===== src/rtl/sad_fetch_pkg.sv =====
// Shared types, default geometry and lane-extraction helper for the SAD operand fetcher.
package sad_fetch_pkg;

    typedef enum logic [1:0] {IDLE, READ, WAIT, OUT} state_t;

    localparam int DEF_DATA_W = 32;
    localparam int DEF_LANES  = 8;
    localparam int DEF_BEATS  = 2;
    localparam int BEAT_W     = $clog2(DEF_BEATS);
    localparam int SAD_W      = DEF_DATA_W + $clog2(DEF_LANES * DEF_BEATS);

    // Helper operates on a wide container so any (LANES, DATA_W) up to these limits fits.
    localparam int MAX_BUS_W  = 4096;
    localparam int MAX_LANE_W = 64;

    function automatic logic [MAX_LANE_W-1:0] lane_slice(input logic [MAX_BUS_W-1:0] bus,
                                                         input int i, input int w);
        return MAX_LANE_W'(bus >> (i * w));
    endfunction

endpackage


===== src/rtl/sad_window_fetch_absdiff.sv =====
// Combinational sum of |A_i - B_i| over all lanes of one beat (unsigned compare-subtract).
module sad_lane_absdiff
    import sad_fetch_pkg::*;
#(
    parameter int DATA_W = 32,
    parameter int LANES  = 8,
    parameter int SUM_W  = 36
) (
    input  logic [LANES*DATA_W-1:0] a,
    input  logic [LANES*DATA_W-1:0] b,
    output logic [SUM_W-1:0]        sum
);

    always_comb begin
        logic [DATA_W-1:0] ai;
        logic [DATA_W-1:0] bi;
        ai  = '0;
        bi  = '0;
        sum = '0;
        for (int i = 0; i < LANES; i++) begin
            ai  = DATA_W'(lane_slice(MAX_BUS_W'(a), i, DATA_W));
            bi  = DATA_W'(lane_slice(MAX_BUS_W'(b), i, DATA_W));
            sum = sum + SUM_W'((ai > bi) ? (ai - bi) : (bi - ai));
        end
    end

endmodule


===== src/rtl/sad_window_fetch.sv =====
// SAD operand fetcher: window address computation plus BEATS-beat A/B stream with backpressure.
// Optional SAD accumulation is enabled by defining SAD_ACCUM_EN; otherwise sad_sum reads 0.
module sad_window_fetch
    import sad_fetch_pkg::*;
#(
    parameter int DATA_W  = 32,
    parameter int LANES   = 8,
    parameter int BEATS   = 2,
    parameter int ADDR_W  = 16,
    parameter int MEM_LAT = 1
) (
    input  logic                                     Clk,
    input  logic                                     Reset,
    input  logic                                     req_valid,
    output logic                                     req_ready,
    input  logic [31:0]                              req_row,
    input  logic [31:0]                              req_col,
    input  logic [15:0]                              req_width,
    output logic                                     mem_rd_en,
    output logic [ADDR_W-1:0]                        mem_addr,
    input  logic [2*LANES*DATA_W-1:0]                mem_rd_data,
    output logic                                     out_valid,
    input  logic                                     out_ready,
    output logic [LANES*DATA_W-1:0]                  out_a,
    output logic [LANES*DATA_W-1:0]                  out_b,
    output logic                                     out_last,
    output logic                                     addr_ovf,
    output logic [DATA_W+$clog2(LANES*BEATS)-1:0]    sad_sum
);

    localparam int BW       = (BEATS > 1) ? $clog2(BEATS) : 1;
    localparam int LW       = (MEM_LAT > 1) ? $clog2(MEM_LAT) : 1;
    localparam int SW       = DATA_W + $clog2(LANES * BEATS);
    localparam int LANE_BUS = LANES * DATA_W;

    state_t            state, state_nx;
    logic [BW-1:0]     beat;
    logic [LW-1:0]     wcnt;
    logic [31:0]       row_q, col_q;
    logic [15:0]       width_q;
    logic [63:0]       addr_full;
    logic              accept, last_beat, wait_done, capture;

    assign accept    = req_valid && req_ready;
    assign last_beat = (beat == BW'(BEATS - 1));
    assign wait_done = (wcnt == LW'(MEM_LAT - 1));
    assign capture   = (state == WAIT) && wait_done;

    // Full 48-bit row*width product, widened before the offset adds so overflow is observable.
    assign addr_full = (64'(48'(row_q) * 48'(width_q)) + 64'(col_q)
                        + 64'(beat) * 64'(LANES)) << 2;
    assign mem_addr  = mem_rd_en ? addr_full[ADDR_W-1:0] : '0;

    always_ff @(posedge Clk) begin
        if (Reset) state <= IDLE;
        else       state <= state_nx;
    end

    always_comb begin
        state_nx = state;
        case (state)
            IDLE:    if (req_valid) state_nx = READ;
            READ:    state_nx = WAIT;
            WAIT:    if (wait_done) state_nx = OUT;
            OUT:     if (out_ready) state_nx = last_beat ? IDLE : READ;
            default: state_nx = IDLE;
        endcase
    end

    always_comb begin
        req_ready = 1'b0;
        mem_rd_en = 1'b0;
        out_valid = 1'b0;
        out_last  = 1'b0;
        case (state)
            IDLE:    req_ready = 1'b1;
            READ:    mem_rd_en = 1'b1;
            OUT: begin
                out_valid = 1'b1;
                out_last  = last_beat;
            end
            default: ;
        endcase
    end

    always_ff @(posedge Clk) begin
        if (Reset) begin
            beat     <= '0;
            wcnt     <= '0;
            addr_ovf <= 1'b0;
            out_a    <= '0;
            out_b    <= '0;
        end else begin
            if (accept) begin
                row_q    <= req_row;
                col_q    <= req_col;
                width_q  <= req_width;
                beat     <= '0;
                addr_ovf <= 1'b0;
            end
            if (state == READ) begin
                wcnt     <= '0;
                addr_ovf <= addr_ovf | (|addr_full[63:ADDR_W]);
            end
            if (state == WAIT) wcnt <= wcnt + 1'b1;
            if (capture) begin
                out_a <= mem_rd_data[LANE_BUS-1:0];
                out_b <= mem_rd_data[2*LANE_BUS-1:LANE_BUS];
            end
            if (state == OUT && out_ready && !last_beat) beat <= beat + 1'b1;
        end
    end

`ifdef SAD_ACCUM_EN
    logic [SW-1:0] beat_sad;
    logic [SW-1:0] sad_q;

    sad_lane_absdiff #(
        .DATA_W (DATA_W),
        .LANES  (LANES),
        .SUM_W  (SW)
    ) u_absdiff (
        .a   (mem_rd_data[LANE_BUS-1:0]),
        .b   (mem_rd_data[2*LANE_BUS-1:LANE_BUS]),
        .sum (beat_sad)
    );

    always_ff @(posedge Clk) begin
        if (Reset || accept) sad_q <= '0;
        else if (capture)    sad_q <= sad_q + beat_sad;
    end

    assign sad_sum = sad_q;
`else
    assign sad_sum = '0;
`endif

endmodule


===== config.mk =====
export PLATFORM = sky130hd
export DESIGN_NAME = sad_window_fetch
export DESIGN_NICKNAME = d
export VERILOG_FILES = /design/src/rtl/sad_fetch_pkg.sv /design/src/rtl/sad_window_fetch_absdiff.sv /design/src/rtl/sad_window_fetch.sv
export SDC_FILE = /design/constraint.sdc
export NUM_CORES = 2
export LEC_CHECK = 0
export BUFFER_PORTS_ARGS = -buffer_cell sky130_fd_sc_hd__buf_4
export CAP_MARGIN = 15
export CORE_AREA = 3 3 456 458
export CTS_CLUSTER_DIAMETER = 50
export DETAILED_ROUTE_END_ITERATION = 7
export DIE_AREA = 0 0 459 461
export GPL_TIMING_DRIVEN = 0
export HOLD_SLACK_MARGIN = 0.1
export PLACE_DENSITY = 0.45
export SLEW_MARGIN = 40
export SYNTH_ARGS = -nofsm -noshare
export SYNTH_HDL_FRONTEND = slang
export SYNTH_SLANG_ARGS = --single-unit

===== constraint.sdc =====
create_clock -name Clk -period 19.56 [get_ports Clk]
set_input_delay 0.978 -clock Clk [delete_from_list [all_inputs] [get_ports Clk]]
set_output_delay 0.978 -clock Clk [all_outputs]
set_load 0.02 [all_outputs]

### After elaboration in Yosys (flattened, before gate mapping)

Cells that the tools add are included.
Widths: inputs -> output; s select.

* register bits: 597
* word-level logic and storage cells: 50

* $add $sub $neg: 4
* multipliers: 1
* equality and inequality tests: 6
* muxes and demuxes: 15
* bitwise logic cells: 3
* reductions and logical operators: 12

Operators by type and width (count)
* $add 49x4->50: 1
* $add 48x32->49: 1
* $mul 32x16->48: 1
* $reduce_or 48->1: 1
* $mux 16: 1
* $mux 1: 10
* $pmux 2 s4: 1
* $mux 2: 3
* $ne 2x2->1 const B: 3
* $reduce_bool 2->1: 3
* $eq 2x2->1 const B: 2
* $logic_and 1x1->1: 4
* $reduce_and 3->1: 1
* $add 1x1->1 const B: 2
* $eq 2x1->1 const B: 1
* $logic_not 2->1: 1
* $not 1->1: 2
* $reduce_and 2->1: 1
* $logic_not 1->1: 1
* $or 1x1->1: 1

### Depth between registers and ports, before layout

* depth after elaboration: 6
* gate-level depth with buffers: 26

### Least setup slack after synthesis

Ideal clock, no wire load.

* path kind: reg-to-reg
* start: reg row_q[10]
* end: reg addr_ovf
* data arrival time: 6891 ps
* slack: 12535 ps
* stages on the path, launching flop included: 23
* buffers on the path: 2
* clock period less this slack: 7025 ps
* cells stage by stage: edfxtp_1 > clkbuf_1 > nand2_1 > fa_1 > fa_1 > inv_1 > fa_1 > inv_1 > fa_1 > fa_1 > fa_1 > inv_1 > ha_1 > clkbuf_1 > nand4_1 > or4_4 > a21o_1 > a2111oi_4 > o21ai_2 > a2111o_1 > or4b_4 > a2111oi_4 > a211oi_1

* longest elaborated chain between the ends: 6

Ends and longest elaborated chain
* start: declaration: line sad_window_fetch.sv:39 `logic [31:0] row_q, col_q;`
* start signal: assignment: line sad_window_fetch.sv:95 `row_q <= req_row;`
* $mul 32x16->48: line sad_window_fetch.sv:50 `assign addr_full = (64'(48'(row_q) * 48'(width_q)) + 64'(col_q)`
* $add 48x32->49: line sad_window_fetch.sv:50
* $add 49x4->50: line sad_window_fetch.sv:51 `+ 64'(beat) * 64'(LANES)) << 2;`
* $reduce_or 48->1: line sad_window_fetch.sv:103 `addr_ovf <= addr_ovf | (|addr_full[63:ADDR_W]);`
* $or 1x1->1: line sad_window_fetch.sv:103
* $mux 1: line sad_window_fetch.sv:101 `if (state == READ) begin`
* end signal: assignment: line sad_window_fetch.sv:103
* end: declaration: line sad_window_fetch.sv:27 `output logic addr_ovf,`

Every way passes these cells.
A chain may end at the register's enable or synchronous reset.

### Final worst setup path

* start: reg width_q[7]
* end: reg addr_ovf

* longest elaborated chain between the ends: 6

Ends and longest elaborated chain
* start: declaration: line sad_window_fetch.sv:40 `logic [15:0] width_q;`
* start signal: assignment: line sad_window_fetch.sv:97 `width_q <= req_width;`
* $mul 32x16->48: line sad_window_fetch.sv:50
* $add 48x32->49: line sad_window_fetch.sv:50
* $add 49x4->50: line sad_window_fetch.sv:51
* $reduce_or 48->1: line sad_window_fetch.sv:103
* $or 1x1->1: line sad_window_fetch.sv:103
* $mux 1: line sad_window_fetch.sv:101

Every way passes these cells.

==> flow_summary.yaml <==
synth:
  synth_top_family_by_area: "adder cells"
  synth_edf_count: 80
  synth_compound_area_frac: 0.102
  synth_warnings: 0
  yosysSeqAreaShare: 0.337
  synthMuxAreaShare: 0.00348
  syn_area_sq_mm: 0.0378
  async_reset_ff_frac: 0
  yosys.area_share.simple: 0.197
  synth-seq-cells: 597
  synthAdderAreaFrac: 0.284
  yosysUniqueCellTypes: 71
  synthCells: 4346
  ys.flop_type: "dfxtp_1"
  synth-xor-area-share: 0.00440
  syn_area_per_cell_sq_um: 8.69
timing:
  worst_slew_pin_slew_ns: 0.877
  hold_viol: 0
  fmax_mhz: 116
  slew_viol_final: 0
  skew_ns: 0.0319
  final.min_clock_period_ns: 8.65
  finalSetupViolations: 0
  period_share: 0.442
  tns_ns: 0
  rsz0062_at_grt: "no"
  slew-limit-headroom: 0.416
  hold_slack_ns: 0.449
critical_path:
  worstPathRequired_ns: 20.13
  cp.arrival_ns: 9.22
  critPathKind: "flip-flop to flip-flop"
  reg2reg_depth: 21
  start_kind: "flip-flop"
  critPathCaptureType: "flip-flop"
  reg2reg_from: "width_q[7]$_DFFE_PP_"
  crit_start: "width_q[7]$_DFFE_PP_"
  worstPathMaxFanout: 10
grt:
  antenna_found_initial: 118
  grt_pass1_vias: 36134
  grt_max_degree: 21
  overflow: 0
  grt_pass1_wl_um: 320000
  globalRouteTotalUtil: 0.224
cells_and_area:
  nets: 6794
  fillers: 22524
  drive_above_1_share: 0.239
  fin_util: 0.261
  area_growth_pct: 41.1
  instances_no_fill: 8408
cts:
  clockBufferDepth: 3
  cts_hold_buf: 0
  root_buffer: "clkbuf_16"
  worstSkewPairLatency_ns: 0.70
  htreeDepth: 3
  ctsResizeCount: 0
  cts_tree: "yes"
  clk_pin_slew_ns: 0.05
  cts.sink_count: 597
  numCtsBuffers: 92
  post_cts_buffers: 0
worst_hold_path:
  holdPathStages: 1
  hp-start: "req_row[25]"
  hold_path_class: "primary input to flip-flop"
place:
  gp_congestion: 0.997
  numPlacedInstances: 8204
  port_buffers: 1125
  dpl.hpwl_um: 213000
drt:
  ant_nets: 0
  routed-via-count: 35954
  drc: 0
  drtPass1Iterations: 5
  wl_um: 244000
  wire_per_inst_um: 29.0
  drtIter0Drc: 2379
  via_per_inst: 4.28
floorplanning:
  core_region_area_sq_mm: 0.204
  die_x_um: 459
  dieArea_sq_mm: 0.212
  row_count: 166
  ios: 1165
  die_h_um: 461
  start_util: 0.185
job:
  max_cap_viol_count: 0
run_status:
  status: "completed"
## per-layer routing
metal | GRT usage | share of wire | up-vias
li1 | - | - | 16234
met1 | 0.223 | 0.33 | 17936
met2 | 0.408 | 0.52 | 1259
met3 | 0.0792 | 0.085 | 431
met4 | 0.114 | 0.062 | 94
met5 | 0 | 0.0025 | -
## state kept, by name (all words and copies together) (netlist names)
name and flops:
out_a 256, addr_ovf 1, out_b 256, wcnt 1, width_q 16, beat 1
state 2, col_q 32, row_q 32
## layout make-up
cell class	instances	area, sq um	share of cell area
clock buffer	116	2500	0.0469
multi-input combinational	3107	22500	0.422
clock inverter	50	779	0.0146
timing repair buffer	1134	8640	0.162
antenna	37	92.6	0.00174
tap	2688	3360	0.0631
sequential	597	12800	0.239
buffer	317	1360	0.0255
inverter	362	1360	0.0255
## logic make-up after synthesis
group           after synthesis
buf+inv                     679
compound gates              701
flops                       597
fa+ha+maj                   587
mux                          13
simple gates               1749
other cells                   1
xor+xnor                     19
## cell usage after synthesis (37+ instances only)
cell type  count  area (sq um)
nand2_1     1349          5060
clkbuf_1     273          1020
o21ai_0       37           185
edfxtp_1      80          2400
a21oi_1      567          2840
buf_4         38           285
ha_1         135          1690
fa_1         452          9050
nor2_1        45           169
dfxtp_1      517         10300
inv_1        362          1360
and2_1       253          1580
## placed cells by master, fill, tap and decap left out, drive strengths merged, types with 4 or more instances in the layout
cell | netlist | final
a2111oi | 5 | 5
a211oi | 12 | 12
a21o | 15 | 15
a21oi | 567 | 567
a221oi | 4 | 4
and2 | 253 | 253
and3 | 10 | 10
buf | 44 | 1178
bufinv | 0 | 14
clkbuf | 273 | 389
clkinv | 0 | 17
clkinvlp | 0 | 6
conb | 1 | 38
dfxtp | 517 | 517
diode | 0 | 37
edfxtp | 80 | 80
fa | 452 | 452
ha | 135 | 135
inv | 362 | 375
mux2i | 12 | 12
nand2 | 1349 | 1349
nand2b | 9 | 9
nand3 | 20 | 20
nand4 | 18 | 18
nor2 | 45 | 45
nor2b | 6 | 6
nor3 | 13 | 13
nor4 | 5 | 5
o211ai | 11 | 11
o21a | 5 | 5
o21ai | 39 | 39
o21bai | 8 | 8
o31ai | 5 | 5
or3 | 6 | 6
xnor2 | 14 | 14
xor2 | 5 | 5
## worst max-delay path: stages, from the launching register on
cell and delay, ns:
edfxtp_1 0.80, clkbuf_1 0.69, nand2_1 0.18, fa_1 0.62, fa_1 0.46, fa_1 0.57
fa_1 0.43, fa_1 0.46, fa_1 0.51, inv_1 0.05, ha_1 0.27, clkbuf_1 0.34
nand2_1 0.20, o21ai_0 0.38, a21oi_1 0.20, a311oi_1 0.55, o21ai_0 0.29, and4b_1 0.26
a2111o_1 0.39, or4b_4 0.54, a2111oi_4 0.22, a211oi_1 0.11
## metrics by stage
| step | worst slack [ns] | area [sq um] |
|---|---|---|
| 3_5_place_dp | 10.80 | 49900 |
| 4_1_cts | 10.82 | 53200 |
| 5_1_grt | 10.63 | 53300 |
| 6_report | 10.91 | 53300 |
| 3_3_place_gp | 10.58 | 49700 |
| 2_1_floorplan | 12.54 | 37900 |
## final timing paths
kind	end	slack [ns]
worst max-delay path	addr_ovf$_SDFFE_PP0P_	10.91
worst min-delay path	row_q[25]$_DFFE_PP_	0.45
worst max register to register	addr_ovf$_SDFFE_PP0P_	10.91
worst min register to register	out_a[250]$_SDFFE_PP0P_	0.45
Power is left out: the tool's default activity adds up to more than one toggle a clock period on the data nets, which glitch-free logic cannot reach.
